## src/rtl/fetch_pkg.sv

```systemverilog
// Shared types and constants for the instruction-fetch stage.
package fetch_pkg;
  localparam int XLEN = 64;
  localparam int ILEN = 32;
  localparam logic [31:0] NOP_INSTR = 32'h00000013;

  typedef enum logic [1:0] {
    ISSUE,
    WAIT,
    HOLD,
    DISCARD
  } fetch_state_e;
endpackage

```

## src/rtl/fetch_pc_gen.sv

```systemverilog
// Program counter for the fetch stage: +4 advance, redirect to a word-aligned target.
module fetch_pc_gen #(
  parameter int XLEN = fetch_pkg::XLEN,
  parameter logic [XLEN-1:0] RESET_PC = '0
) (
  input  logic            clk,
  input  logic            rst,
  input  logic            advance,
  input  logic            redirect,
  input  logic [XLEN-1:0] target,
  output logic [XLEN-1:0] pc_q
);
  localparam logic [XLEN-1:0] PC_STEP = XLEN'(4);

  // Redirect wins over advance; the low two target bits are discarded.
  always_ff @(posedge clk or posedge rst) begin
    if (rst) begin
      pc_q <= RESET_PC;
    end else if (redirect) begin
      pc_q <= {target[XLEN-1:2], 2'b00};
    end else if (advance) begin
      pc_q <= pc_q + PC_STEP;
    end
  end
endmodule

```

## src/rtl/fetch_stage.sv

```systemverilog
// Instruction-fetch stage: single-outstanding imem request FSM, stall hold buffer, IF/ID outputs.
// Define FETCH_PERF_EN to add the perf_fetch_cnt / perf_discard_cnt counter ports.
//
// state   | meaning
// ISSUE   | request at pc_q presented, waiting for acceptance
// WAIT    | request accepted, waiting for the response
// HOLD    | response captured during a stall, released when stall drops
// DISCARD | redirect hit an in-flight request; next response is dropped
module fetch_stage #(
  parameter int XLEN = fetch_pkg::XLEN,
  parameter int ILEN = fetch_pkg::ILEN,
  parameter logic [XLEN-1:0] RESET_PC = '0
) (
  input  logic            clk,
  input  logic            rst,
  input  logic            stall,
  input  logic            PCSrcD_Control,
  input  logic [XLEN-1:0] pc_branch_target,
  output logic            imem_req,
  output logic [XLEN-1:0] imem_addr,
  input  logic            imem_ready,
  input  logic            imem_rvalid,
  input  logic [ILEN-1:0] imem_rdata,
  output logic [ILEN-1:0] instruction_out,
  output logic [XLEN-1:0] pc_out,
  output logic            if_valid,
  output logic            flush_out
`ifdef FETCH_PERF_EN
  ,
  output logic [31:0]     perf_fetch_cnt,
  output logic [31:0]     perf_discard_cnt
`endif
);
  import fetch_pkg::*;

  localparam logic [ILEN-1:0] NOP = ILEN'(NOP_INSTR);

  fetch_state_e    state;
  logic [XLEN-1:0] pc_q;
  logic [ILEN-1:0] hold_instr;
  logic [XLEN-1:0] hold_pc;
  logic            accept;
  logic            advance;

  assign flush_out = PCSrcD_Control;
  assign imem_req  = (state == ISSUE) && !rst;
  assign imem_addr = pc_q;
  assign accept    = imem_req && imem_ready;
  assign advance   = !PCSrcD_Control && !stall &&
                     (((state == WAIT) && imem_rvalid) || (state == HOLD));

  fetch_pc_gen #(
    .XLEN     (XLEN),
    .RESET_PC (RESET_PC)
  ) u_pc_gen (
    .clk      (clk),
    .rst      (rst),
    .advance  (advance),
    .redirect (PCSrcD_Control),
    .target   (pc_branch_target),
    .pc_q     (pc_q)
  );

  always_ff @(posedge clk or posedge rst) begin
    if (rst) begin
      state           <= ISSUE;
      instruction_out <= NOP;
      pc_out          <= '0;
      if_valid        <= 1'b0;
      hold_instr      <= '0;
      hold_pc         <= '0;
    end else if (PCSrcD_Control) begin
      // Redirect overrides stall and any response arriving this cycle.
      instruction_out <= NOP;
      if_valid        <= 1'b0;
      hold_instr      <= '0;
      hold_pc         <= '0;
      case (state)
        ISSUE:   state <= accept ? DISCARD : ISSUE;
        WAIT:    state <= imem_rvalid ? ISSUE : DISCARD;
        HOLD:    state <= ISSUE;
        DISCARD: state <= imem_rvalid ? ISSUE : DISCARD;
        default: state <= ISSUE;
      endcase
    end else begin
      case (state)
        ISSUE: begin
          if (accept) state <= WAIT;
        end
        WAIT: begin
          if (imem_rvalid) begin
            if (!stall) begin
              instruction_out <= imem_rdata;
              pc_out          <= pc_q;
              if_valid        <= 1'b1;
              state           <= ISSUE;
            end else begin
              hold_instr <= imem_rdata;
              hold_pc    <= pc_q;
              state      <= HOLD;
            end
          end
        end
        HOLD: begin
          if (!stall) begin
            instruction_out <= hold_instr;
            pc_out          <= hold_pc;
            if_valid        <= 1'b1;
            state           <= ISSUE;
          end
        end
        DISCARD: begin
          if (imem_rvalid) state <= ISSUE;
        end
        default: state <= ISSUE;
      endcase
    end
  end

`ifdef FETCH_PERF_EN
  logic dropped;

  // A response dies either in DISCARD or when a redirect meets it in WAIT; a held one dies on redirect.
  assign dropped = ((state == DISCARD) && imem_rvalid) ||
                   (PCSrcD_Control && (((state == WAIT) && imem_rvalid) || (state == HOLD)));

  always_ff @(posedge clk or posedge rst) begin
    if (rst) begin
      perf_fetch_cnt   <= '0;
      perf_discard_cnt <= '0;
    end else begin
      if (advance) perf_fetch_cnt <= perf_fetch_cnt + 32'd1;
      if (dropped) perf_discard_cnt <= perf_discard_cnt + 32'd1;
    end
  end
`endif
endmodule

```

## config.mk

```make
export PLATFORM = sky130hd
export DESIGN_NAME = fetch_stage
export DESIGN_NICKNAME = d
export VERILOG_FILES = /design/src/rtl/fetch_pkg.sv /design/src/rtl/fetch_pc_gen.sv /design/src/rtl/fetch_stage.sv
export SDC_FILE = /design/constraint.sdc
export NUM_CORES = 1
export LEC_CHECK = 0
export BUFFER_PORTS_ARGS = -buffer_cell sky130_fd_sc_hd__clkbuf_2
export CAP_MARGIN = 20
export CORE_MARGIN = 2
export CORE_UTILIZATION = 49
export CTS_CLUSTER_DIAMETER = 30
export DETAILED_ROUTE_END_ITERATION = 6
export PLACE_DENSITY = 0.76
export SLEW_MARGIN = 20
export SYNTH_ARGS = -nofsm -noshare
export SYNTH_HDL_FRONTEND = slang
export SYNTH_SLANG_ARGS = --single-unit
```

## constraint.sdc

```tcl
create_clock -name clk -period 7.5 [get_ports clk]
set_input_delay 1.125 -clock clk [delete_from_list [all_inputs] [get_ports clk]]
set_output_delay 1.125 -clock clk [all_outputs]
set_load 0.01 [all_outputs]
```

# After elaboration in Yosys (flattened, before gate mapping)
# Index checks and enable logic that the tools add are counted.
# word_totals
reg_bits	259
latchBits	0
mem_bits_rw	0
rom_bits	0
inputBits	102
output_inout_bits	163
word_cells	75
memories	0
# op_classes
n_addsub	1
mul	0
div	0
order_cmp	0
n_eq_ne	11
n_shift	0
n_mux	33
bitwise_logic	1
reduce_logical	22
# ops
operator	n
$mux W64	9
$mux W32	8
$pmux W64 S2	1
$add A64 B3 Y64 const B	1
$pmux W32 S2	1
$mux W2	8
$ne A3 B3 Y1 const B	5
$reduce_bool A2 Y1	5
$pmux W2 S4	1
$reduce_and A4 Y1	2
$ne A2 B2 Y1 const B	3
$pmux W2 S3	1
$logic_and A1 B1 Y1	5
$reduce_and A5 Y1	1
$eq A2 B2 Y1 const B	2
$logic_not A1 Y1	3
$mux W1	3
$reduce_and A3 Y1	1
$reduce_bool A3 Y1	1
$eq A2 B1 Y1 const B	1
$logic_not A2 Y1	1
$pmux W1 S2	1
$reduce_and A2 Y1	1
$reduce_or A2 Y1	1
2 further kinds	2

# Longest topological paths before layout
# Gate-level depths: netlist (run 1).
# depth
word_depth	6
ltp_mapped	10

# By module
# From an unflattened synthesis (run 1), not the netlist that was laid out.
# hier_totals
hier_cells	1054
area_unflattened_um2	12548.3
# modules_own_cells
module	instances	cells_each	area_each_um2	seq_area_each_um2
fetch_stage	1	638	8800.9	4883.4
fetch_pc_gen	1	416	3747.3	1551.5

# Least setup slack after synthesis (run 1)
# OpenSTA, ideal clock, no wires.
# synth_path
path_type	input to register
startpoint	input imem_rvalid
endpoint	register u_pc_gen.pc_q[43]
setup_time_ps	69
arrival_time_ps	2809
path_slack_ps	4622
path_stages	6
n_path_buf	1
cell_sequence	a21oi_1 or4_1 clkbuf_1 or3_4 or4_1 nand3_1
# synth_via
elab_chain_len	4
# synth_lines
item	line_no	source
from (decl)	fetch_stage.sv:22	input logic imem_rvalid,
$logic_and A1 B1 Y1	fetch_stage.sv:50	(((state == WAIT) && imem_rvalid) || (state == HOLD));
$logic_or A1 B1 Y1	fetch_stage.sv:50	
$logic_and A1 B1 Y1	fetch_stage.sv:49	assign advance = !PCSrcD_Control && !stall &&
$reduce_bool A2 Y1 (no line)	--	
to (signal assigned)	fetch_pc_gen.sv:20	pc_q <= {target[XLEN-1:2], 2'b00};
to (signal assigned)	fetch_pc_gen.sv:22	pc_q <= pc_q + PC_STEP;
to (decl)	fetch_pc_gen.sv:11	output logic [XLEN-1:0] pc_q
# Every way passes these cells.
# A chain may end at the register's enable or synchronous reset.

# Final worst setup path (run 1)
# layout_path
startpoint	register state[0]
endpoint	register u_pc_gen.pc_q[54]
# layout_via
elab_chain_len	5
elab_cells_between_ends	6
# layout_lines
item	line_no	source
from (decl)	fetch_stage.sv:38	fetch_state_e state;
from (signal assigned)	fetch_stage.sv:79	ISSUE: state <= accept ? DISCARD : ISSUE;
from (signal assigned)	fetch_stage.sv:80	WAIT: state <= imem_rvalid ? ISSUE : DISCARD;
from (signal assigned)	fetch_stage.sv:82	DISCARD: state <= imem_rvalid ? ISSUE : DISCARD;
$eq A2 B1 Y1	fetch_stage.sv:50	
$logic_and A1 B1 Y1	fetch_stage.sv:50	
$logic_or A1 B1 Y1 *	fetch_stage.sv:50	
$logic_and A1 B1 Y1 *	fetch_stage.sv:49	
$reduce_bool A2 Y1 (no line) *	--	
# Mark *: on every way between the ends. The rest lies on a longest branch, timed or not.

==> results of run 1 <==
[worst max path at each step]
stage / startpoint / endpoint / slack, ns / cells past startpoint
global placement: state[0] / u_pc_gen.pc_q[59] / 3.61 / 7
global route: state[0] / u_pc_gen.pc_q[54] / 3.12 / 7
finish: state[0] / u_pc_gen.pc_q[54] / 3.45 / 7
floorplan: rst / hold_instr[0] / 3.02 / 1
CTS: state[0] / u_pc_gen.pc_q[54] / 3.44 / 7
detailed placement: state[0] / u_pc_gen.pc_q[58] / 3.54 / 7
[cells in the final DEF, fill, tap and decap left out, types with 12 or more instances in the layout]
cell         n
a211oi_1    30
a21oi_1     22
a22o_1      75
a31oi_1     12
clkbuf_16   52
clkbuf_2   259
dfrtp_1    252
mux2i_1    102
nand2_1    176
nand3_1     34
nand4_1     25
nor2_1      59
o21ai_0    107
or4_1       15
xnor2_1     21
xor2_1      16
[worst max-delay path, cell delays in order (launching register included)]
cell and delay (ns):
dfrtp_1 0.40, inv_1 0.16, ha_4 0.74, a21oi_1 0.37, nor4_1 0.85, nand2_1 0.59, or4_1 0.64, a31oi_1 0.19
[sequential cells by signal, summed over array words and instances, names as in the netlist]
name / flops
hold_pc: 63
instruction_out: 32
hold_instr: 32
if_valid: 1
pc_out: 63
state: 2
u_pc_gen.pc_q: 62
[synth_stat cells (4+ instances only)]
library cell,count,area share [%]
ha_1,6,0.63
dfrtp_1,252,53
a31oi_1,12,0.63
nand3_1,34,1.4
nor4_1,11,0.58
inv_1,12,0.38
a21oi_1,22,0.93
nand2_1,176,5.6
nor2b_1,8,0.42
or3_1,4,0.21
buf_1,16,0.51
nor2_1,61,1.9
mux2i_1,102,8.6
and3_1,9,0.47
and4_1,9,0.66
nor3_1,10,0.42
nand4_1,25,1.3
a22oi_1,4,0.25
or4_1,15,0.95
o31ai_1,8,0.51
o21ai_0,107,4.5
clkbuf_1,73,2.3
a22o_1,75,5.5
xor2_1,16,1.2
buf_4,5,0.32
a211oi_1,30,1.9
o211ai_1,4,0.25
buf_2,4,0.17
xnor2_1,21,1.5
[layer usage]
metal	part of all wire, %	wire (um)	global-route usage (%)
met5	0	0	0
met4	3.7	1200	11.0
met3	6.5	2090	5.53
met2	47	15200	39.7
met1	43	13900	34.2
[final cells by class]
type / count / share of cell area, %
Inverter: 13 / 0.348
Clock buffer: 66 / 9.29
Tap cell: 319 / 2.64
Sequential cell: 255 / 42.3
Timing Repair Buffer: 271 / 9.20
Multi-Input combinational cell: 799 / 33.7
Clock inverter: 30 / 2.58
[power by group through the flow]
stage / sequential [mW] / combinational, mW / clock, mW
floorplan: 1.93 / 0.675 / 0
global placement: 1.87 / 1.16 / 0
detailed placement: 1.88 / 1.19 / 0
CTS: 1.86 / 1.20 / 2.34
global route: 1.90 / 1.32 / 2.43
finish: 1.87 / 1.19 / 2.32
[kinds of logic after synthesis]
kind of cell | Yosys count
buf+inv | 111
xor+xnor | 37
fa+ha+maj | 6
flops | 255
other cells | 1
simple gates | 380
compound gates | 271
mux | 103
==> results by group, run 1 <==
STA
  • Max-slew violations: 0
  • Final worst slack: 3.45 ns
  • Final TNS setup: 0 ns
  • Relative slew margins: 28.5%
  • Crit path time final: 4.05 ns
  • Worst-margin pin slew: 1.06 ns
  • Final Hold Slack: 0.474 ns
  • RSZ-0062 raised after global routing: no
  • Crit share post-route: 54.1%
  • Hold Vio Cnt, Final: 0
  • Setup violators final: 0
  • Clk_skew: 0.0205 ns
  • Max Freq: 0.247 GHz

Critical path
  • Reg-to-Reg End: u_pc_gen.pc_q[54]
  • Nature of the critical path startpoint: flop
  • Worst Reg-to-Reg Cells: 7
  • Req. time, crit path: 7.94 ns
  • Worst-path maximum fanout: 48
  • Critical path class: reg2reg
  • Reg2reg start: state[0]
  • R2R setup slack: 3.45 ns
  • Crit. End Element: flop
  • CP arrival: 4.50 ns

Yosys
  • Number of flops mapped to enable cells by yosys: 0
  • Netlist Area Pre-Place: 0.0119 mm^2
  • Synth Area in XOR/XNOR: 2.73%
  • Syn_area_per_cell: 10.2 um^2
  • Complex-gate fraction of the synthesized area: 15.2%
  • Gate count after technology mapping: 1164
  • Count of cell types in the netlist: 49
  • Synth async-reset ratio: 100%
  • Share of the yosys chip area belonging to registers: 53.7%
  • Main synth FF type: dfrtp_1
  • Mux contribution to synthesized area: 8.69%
  • Simple-Gate Fraction of Synth Area: 15.3%
  • Synth Register Bits: 255
  • Ys Warns: 0
  • Largest family of logic cells by synthesized area: simple AND/OR/NAND/NOR gates
  • Synth Area in Adders: 0.632%

Clock network
  • Root Buffer: clkbuf_16
  • Postcts setup bufs: 0
  • Clk sink count: 255
  • Hold Buf Count CTS: 0
  • Clock transition at path regs: 0.05 ns
  • Worst-skew pair later-pin latency: 0.55 ns
  • CTS tree: done
  • Clock Tree Buf Depth: 3
  • CTS Buf Count: 52
  • Htree depth: 2
  • Post-CTS Resized: 0

Route
  • Routed wire length: 32400 um
  • Number of remaining DRC errors: 0
  • DR iter-0 viols: 734
  • WL/cell: 18.5 um
  • First drt pass iteration count: 5
  • Final ANT Viol Nets: 0
  • Vias: 10020
  • Vias per cell: 5.72

Floorplan
  • I/O Pins: 265
  • Die height: 160 um
  • Row count: 56
  • Core ar.: 0.0236 mm^2
  • Die X: 160 um
  • Initial core utilization: 50.3%
  • Die ar.: 0.0255 mm^2

Finish
  • Area of the multi-input gates: 0.00509 mm^2
  • Ratio of cells with drive above 1 in the final layout: 26.2%
  • Sequential cell area: 0.00638 mm^2
  • NumNets Final: 1500
  • FILL cells: 1890
  • Post-route cell area: 0.0151 mm^2
  • Area delta synth->final: 27.2%
  • Post-Route Utilization: 64.0%
  • Non-Filler Instances: 1753
  • Number of diodes: 0

GRT
  • Vias in the first global route: 10159
  • GRT Residual Overflow: 0
  • Largest net degree at the start of global routing: 84
  • Global-route wire length before repair: 53100 um
  • Initial antenna violation count: 0
  • Gr usage total: 25.4%

Hold path
  • Worst Hold Class: reg2reg
  • Hold depth: 2
  • Hold worst-path end: pc_out[43]
  • Hold Crit Start: pc_out[43]

Placed design
  • Post-DP HPWL: 20600 um
  • DP Area: 0.0133 mm^2
  • Cells after DPL: 1657
  • Post-Place Worst Slack: 3.54 ns
  • Routability cong.: 0.793
  • Port Buffers: 260

Power
  • Power Total: 5.37 mW
  • NetSw: 1.69 mW
  • Sequential share of power: 34.7%
  • Maximum vdd drop: 201 uV
  • Sw Share: 31.4%
  • Pwr/cell area: 355 mW/mm^2
  • P_int: 3.68 mW
  • Power share of the clock group: 43.2%
  • Leak: 6.88 nW
  • Comb pwr share: 22.1%

Status
  • Status: completed

Job
  • Number of max-cap violations: 0
Note: power is estimated with default switching activity, not from simulation.
==> run 2: changes to the inputs <==
ABC_AREA = 1   (was unset)
CORE_UTILIZATION = 50   (was 49)
clock period = 3.4 ns   (was 7.5 ns; I/O delays follow)
==> run 2 against run 1 <==
Against the previous run: the flow now finishes with violations (DRC); sequential power grew to 2.8 times the previous value; via count grew 35%; flip-flop and latch count stayed put; worst hold slack worse by 0.42 ns; maximum frequency increased by 47%; register-to-register slack lost 2.8 ns; wire length up 33%; highest routed layer unchanged.
==> results by group, run 2 <==
Route
  • Routed wire length: 43200 um (+33%)
  • Vias per cell: 5.59 (-2.3%)
  • WL/cell: 17.8 um (-3.7%)
  • Met3 WL: 3450 um (+65%)
  • DR iter-0 viols: 1239 (+69%)
  • Post-Route M1 WL: 18100 um (+31%)
  • Number of remaining DRC errors: 15 (+15)
  • First drt pass iteration count: 7 (+2)
  • Met2 wire len: 20000 um (+31%)
  • Vias: 13552 (+35%)
  • Final ANT Viol Nets: 0 (unchanged)
  • Top layer in use: met4

Power
  • Leak: 7.99 nW (+16%)
  • Maximum vdd drop: 530 uV (+160%)
  • Pwr/cell area: 954 mW/mm^2 (+170%)

Clock network
  • CTS Buf Count: 52 (unchanged)
  • Clock transition at path regs: 0.05 ns (about the same)
  • Worst-skew pair later-pin latency: 0.56 ns (about the same)
  • Clk sink count: 255 (unchanged)
  • Root Buffer: clkbuf_16
  • Postcts setup bufs: 0 (unchanged)
  • Post-CTS Resized: 0 (unchanged)
  • Clock Tree Buf Depth: 3 (unchanged)
  • CTS tree: done
  • Hold Buf Count CTS: 0 (unchanged)
  • Htree depth: 2 (unchanged)

Critical path
  • CP max stage delay: 0.57 ns (-0.28 ns)
  • Reg2reg start: state[0]
  • Req. time, crit path: 3.89 ns (-4.05 ns)
  • Crit. End Element: flop
  • Worst-path maximum fanout: 45 (-6.3%)
  • Critical path class: reg2reg
  • Nature of the critical path startpoint: flop
  • CP max-delay cell: nor2_2
  • R2R setup slack: 0.65 ns (-2.80 ns)
  • CP arrival: 3.24 ns (-1.26 ns)
  • Reg-to-Reg End: u_pc_gen.pc_q[26]
  • Worst path bufs/invs: 3 (+2)
  • Critical path's top delay family: simple AND/OR/NAND/NOR gates
  • Worst Reg-to-Reg Cells: 10 (+3)
  • CP Cell Sequence: inv_1 -> ha_4 -> nor2_2 -> nand2_1 -> nand2_2 -> inv_2 -> buf_4 -> o21ai_0 -> nor2_1 -> a21oi_1

Yosys
  • Share of the yosys chip area belonging to registers: 47.9% (-5.8 points)
  • Gate count after technology mapping: 1810 (+55%)
  • Top post-synthesis cells by area: dfrtp_1, nand2_1, nor2_1
  • Netlist Area Pre-Place: 0.0133 mm^2 (+12%)
  • Biggest area consumer among synthesized cells: dfrtp_1
  • Synth top cells by count: nand2_1, nor2_1, dfrtp_1
  • Most frequent cell after synthesis: nand2_1
  • Number of flops mapped to enable cells by yosys: 0 (unchanged)
  • Top cell type's share of synthesized area: 47.3% (-5.7 points)
  • Syn_area_per_cell: 7.36 um^2 (-28%)
  • Count of cell types in the netlist: 35 (-29%)
  • Synth Register Bits: 255 (unchanged)
  • Synth async-reset ratio: 100% (unchanged)
  • Ys Warns: 0 (unchanged)
  • Main synth FF type: dfrtp_1

STA
  • Final TNS setup: 0 ns (unchanged)
  • Max-slew violations: 0 (unchanged)
  • Crit share post-route: 80.9% (+27 points)
  • Clk_skew: 0.0194 ns (-0.00109 ns)
  • RSZ-0062 raised after global routing: no
  • Crit path time final: 2.75 ns (-1.30 ns)
  • Max Freq: 0.363 GHz (+47%)
  • Setup violators final: 0 (unchanged)
  • Worst-margin pin slew: 1.07 ns (+0.00965 ns)
  • Hold Vio Cnt, Final: 0 (unchanged)
  • Relative slew margins: 28.1% (-0.32 points)

Finish
  • Area delta synth->final: 24.9%
  • Non-Filler Instances: 2426 (+38%)
  • Ratio of cells with drive above 1 in the final layout: 18.9% (-7.4 points)
  • Most frequent cells in the layout: nand2_1, nor2_1, clkbuf_2
  • Post-Route Utilization: 63.7% (-0.29 points)
  • NumNets Final: 2153 (+44%)
  • Top Registers: hold_pc x63, pc_out x63, u_pc_gen.pc_q x62
  • Commonest non-fill, non-tap cell in the layout: nand2_1

Floorplan
  • Die X: 167 um (+4.7%)
  • Die height: 167 um (+4.7%)
  • Die ar.: 0.0280 mm^2 (+9.6%)
  • Initial core utilization: 51.0% (+0.66 points)
  • Row count: 59 (+5.4%)
  • Core ar.: 0.0261 mm^2 (+11%)
  • I/O Pins: 265 (unchanged)

Placed design
  • Port Buffers: 260 (unchanged)
  • Post-DP HPWL: 29300 um (+42%)
  • Cells after DPL: 2326 (+40%)
  • Routability cong.: 0.967 (+22%)

Status
  • Violated checks: DRC
  • Status: finished, violations left

GRT
  • Gr usage total: 30.7% (+5.3 points)
  • Initial antenna violation count: 3 (+3)
  • Global-route wire length before repair: 68900 um (+30%)
  • Vias in the first global route: 12936 (+27%)
  • Largest net degree at the start of global routing: 127 (+51%)
  • GRT Residual Overflow: 0 (unchanged)

Hold path
  • Worst Hold Class: in2async

Job
  • Number of max-cap violations: 0 (unchanged)
## run 2: cell types whose count changed after synthesis, sizes merged, moves of 68 or more
cell and change:
o22ai +68, nand3 +79, mux2i -102, a22o -75
nor2 +204, nand2 +281, inv +200
## run 2: metrics by stage
stage	worst slack, ns	area, um^2	hold WS (ns)	total power [mW]
global placement	0.833	14900	0.466	10.5
finish	0.648	16600	0.0525	15.9
detailed placement	0.754	14900	0.472	10.7
CTS	0.663	16600	0.0528	15.9
floorplan	-0.465	13300	0.464	8.59
global route	0.432	16600	0.0892	16.9
## run 2: layout make-up
type / instances / area, um^2
Sequential cell: 255 / 6380
Antenna cell: 3 / 7.51
Fill cell: 2308 / 9490
Clock buffer: 66 / 1400
Multi-Input combinational cell: 1240 / 5720
Tap cell: 335 / 419
Inverter: 212 / 801
Clock inverter: 31 / 364
Timing Repair Buffer: 284 / 1550
## run 2: power breakdown
part	total [mW]	switching, mW	internal (mW)
clock	5.09	1.71	3.38
sequential	5.26	1.14	4.12
combinational	5.54	3.62	1.91
## run 2: routing by layer
metal  global-route usage, %  vias to the layer above
li1                        -                     6366
met1                    41.6                     6457
met2                    49.0                      612
met3                    5.67                      117
met4                    12.2                        0
met5                       0                        -
## run 2: worst max path at each step
stage / to / depth (start not counted) / from / slack (ns)
2_1_floorplan: hold_instr[0] / 1 / rst / -0.47
3_3_place_gp: u_pc_gen.pc_q[29] / 10 / state[0] / 0.83
3_5_place_dp: u_pc_gen.pc_q[33] / 10 / state[0] / 0.75
4_1_cts: u_pc_gen.pc_q[26] / 10 / state[0] / 0.66
5_1_grt: u_pc_gen.pc_q[26] / 10 / state[0] / 0.43
6_report: u_pc_gen.pc_q[26] / 10 / state[0] / 0.65
## run 2: logic make-up after synthesis
group                      synth area share [%]
adders and majority gates                 0.563
other                                    0.0281
xor gates and xnor gates                  0.329
and+or+nand+nor                            26.5
buffers and inverters                      9.45
muxes                                    0.0845
DFF                                        47.9
AOI/OAI and AO/OA                          15.1
==> run 3: changes to the inputs <==
CORE_UTILIZATION = 56   (was 50)
PLACE_DENSITY = 0.81   (was 0.76)
clock period = 2.8 ns   (was 3.4 ns; I/O delays follow)
==> run 3 against run 2 <==
Against the previous run: the run now ends clean; first-iteration DRC count grew 9.4%; die area down 10%; register-to-register slack worse by 0.42 ns; critical path type unchanged; largest power group unchanged.
==> results by group, run 3 (synthesis results as in run 2) <==
Hold path
  • Worst Hold Class: in2async

Placed design
  • Port Buffers: 260 (unchanged)
  • Routability cong.: 0.979 (+1.2%)
  • Post-Place Worst Slack: 0.353 ns (-0.401 ns)
  • Cells after DPL: 2311 (-0.64%)
  • Post-DP HPWL: 28800 um (-1.8%)

Floorplan
  • Die X: 158 um (-5.4%)
  • Initial core utilization: 56.9% (+5.9 points)
  • Core ar.: 0.0234 mm^2 (-10%)
  • Row count: 56 (-5.1%)
  • Die ar.: 0.0250 mm^2 (-10%)
  • I/O Pins: 265 (unchanged)
  • Die height: 158 um (-5.4%)

GRT
  • Initial antenna violation count: 1 (-2)
  • Global-route wire length before repair: 67000 um (-2.7%)
  • Largest net degree at the start of global routing: 132 (+3.9%)
  • Vias in the first global route: 12812 (-0.96%)
  • Gr usage total: 33.9% (+3.2 points)
  • GRT Residual Overflow: 0 (unchanged)

Finish
  • Commonest non-fill, non-tap cell in the layout: nand2_1
  • Top Registers: hold_pc x63, pc_out x63, u_pc_gen.pc_q x62
  • Area of the multi-input gates: 0.00572 mm^2 (about the same)
  • Area delta synth->final: 24.8%
  • Post-Route Utilization: 71.0% (+7.3 points)
  • Non-Filler Instances: 2404 (-0.91%)
  • NumNets Final: 2151 (-0.093%)
  • Most frequent cells in the layout: nand2_1, nor2_1, clkbuf_2
  • Sequential cell area: 0.00638 mm^2 (unchanged)
  • FILL cells: 1953 (-15%)
  • Ratio of cells with drive above 1 in the final layout: 18.7% (-0.20 points)

Clock network
  • Clock transition at path regs: 0.05 ns (about the same)
  • Hold Buf Count CTS: 0 (unchanged)
  • CTS tree: done
  • Root Buffer: clkbuf_16
  • Post-CTS Resized: 0 (unchanged)
  • Worst-skew pair later-pin latency: 0.55 ns (about the same)
  • CTS Buf Count: 49 (-5.8%)
  • Htree depth: 2 (unchanged)
  • Clock Tree Buf Depth: 3 (unchanged)
  • Postcts setup bufs: 0 (unchanged)
  • Clk sink count: 255 (unchanged)

Critical path
  • Req. time, crit path: 3.19 ns (-0.70 ns)
  • Crit. End Element: flop
  • Worst-path maximum fanout: 37 (-18%)
  • R2R setup slack: 0.22 ns (-0.42 ns)
  • Worst Reg-to-Reg Cells: 9 (-1)
  • Nature of the critical path startpoint: flop
  • CP arrival: 2.97 ns (-0.27 ns)
  • Critical path class: reg2reg

Route
  • Vias per cell: 5.66 (+1.3%)
  • First drt pass iteration count: 6 (-1)
  • WL/cell: 17.6 um (-0.85%)
  • Vias: 13599 (+0.35%)
  • Number of remaining DRC errors: 0 (-15)
  • DR iter-0 viols: 1356 (+9.4%)
  • Final ANT Viol Nets: 0 (unchanged)
  • Routed wire length: 42400 um (-1.7%)

STA
  • Max Freq: 0.388 GHz (+6.9%)
  • Crit share post-route: 92.0% (+11 points)
  • Relative slew margins: 40.1% (+12 points)
  • Setup violators final: 0 (unchanged)
  • Hold Vio Cnt, Final: 0 (unchanged)
  • RSZ-0062 raised after global routing: no
  • Max-slew violations: 0 (unchanged)
  • Worst-margin pin slew: 0.895 ns (-0.179 ns)
  • Final Hold Slack: 0.0583 ns (+0.00581 ns)
  • Final worst slack: 0.224 ns (-0.423 ns)
  • Crit path time final: 2.58 ns (-0.177 ns)
  • Clk_skew: 0.0279 ns (+0.00857 ns)

Power
  • Power Total: 19.2 mW (+21%)
  • Maximum vdd drop: 665 uV (+25%)
  • Leak: 7.99 nW (about the same)
  • Pwr/cell area: 1150 mW/mm^2 (+21%)

Status
  • Status: completed

Job
  • Number of max-cap violations: 0 (unchanged)
-- run 3: changes by cell type in the layout (fill, tap and decap cells not counted), moves of 3 or more --
cell,previous run,this run
buf_4,20,17
clkinvlp_4,8,5
clkinv_2,13,8
buf_12,5,9
-- run 3: worst max-delay path, stage by stage, from the launching register on --
cell	delay, ns
dfrtp_1	0.38
inv_1	0.14
ha_4	0.29
nor2_2	0.56
nand2_1	0.15
nand2_2	0.30
inv_2	0.06
buf_4	0.25
o21ai_0	0.14
o21ai_0	0.14
-- run 3: area by class of cell --
class / instances / share of cell area, %
Sequential cell: 255 / 38.4
Multi-Input combinational cell: 1240 / 34.4
Timing Repair Buffer: 285 / 9.65
Clock buffer: 68 / 8.48
Inverter: 212 / 4.82
Tap cell: 319 / 2.40
Clock inverter: 24 / 1.84
Antenna cell: 1 / 0.0151
-- run 3: path summary, 6_finish.rpt --
| path | start | to |
|---|---|---|
| worst max register to register | state[0] | u_pc_gen.pc_q[24] |
| worst min-delay path | rst | hold_pc[58] |
| worst max-delay path | state[0] | u_pc_gen.pc_q[24] |
| min in group clk | imem_rdata[24] | hold_instr[24] |
| worst min register to register | instruction_out[19] | instruction_out[19] |
| max in group asynchronous | rst | pc_out[20] |
-- run 3: layer usage --
layer | vias to the layer above | global-route usage [%] | part of all wire, % | wire (um)
li1 | 6368 | - | - | -
met1 | 6403 | 45.2 | 41 | 17300
met2 | 703 | 54.6 | 46 | 19600
met3 | 125 | 6.34 | 9.0 | 3840
met4 | 0 | 14.5 | 4.0 | 1680
met5 | - | 0 | 0 | 0
-- run 3: per-stage QoR --
stage / TNS [ns] / cell area, um^2
floorplan: -246.02 / 13300
global placement: 0 / 14900
detailed placement: 0 / 14900
CTS: 0 / 16600
global route: 0 / 16600
finish: 0 / 16600
-- run 3: power breakdown --
part	switching [mW]	internal [mW]	leakage (nW)	total, mW
registers	1.37	5.00	3.16	6.37
logic	4.44	2.38	4.00	6.82
clock network	1.94	4.07	0.833	6.00
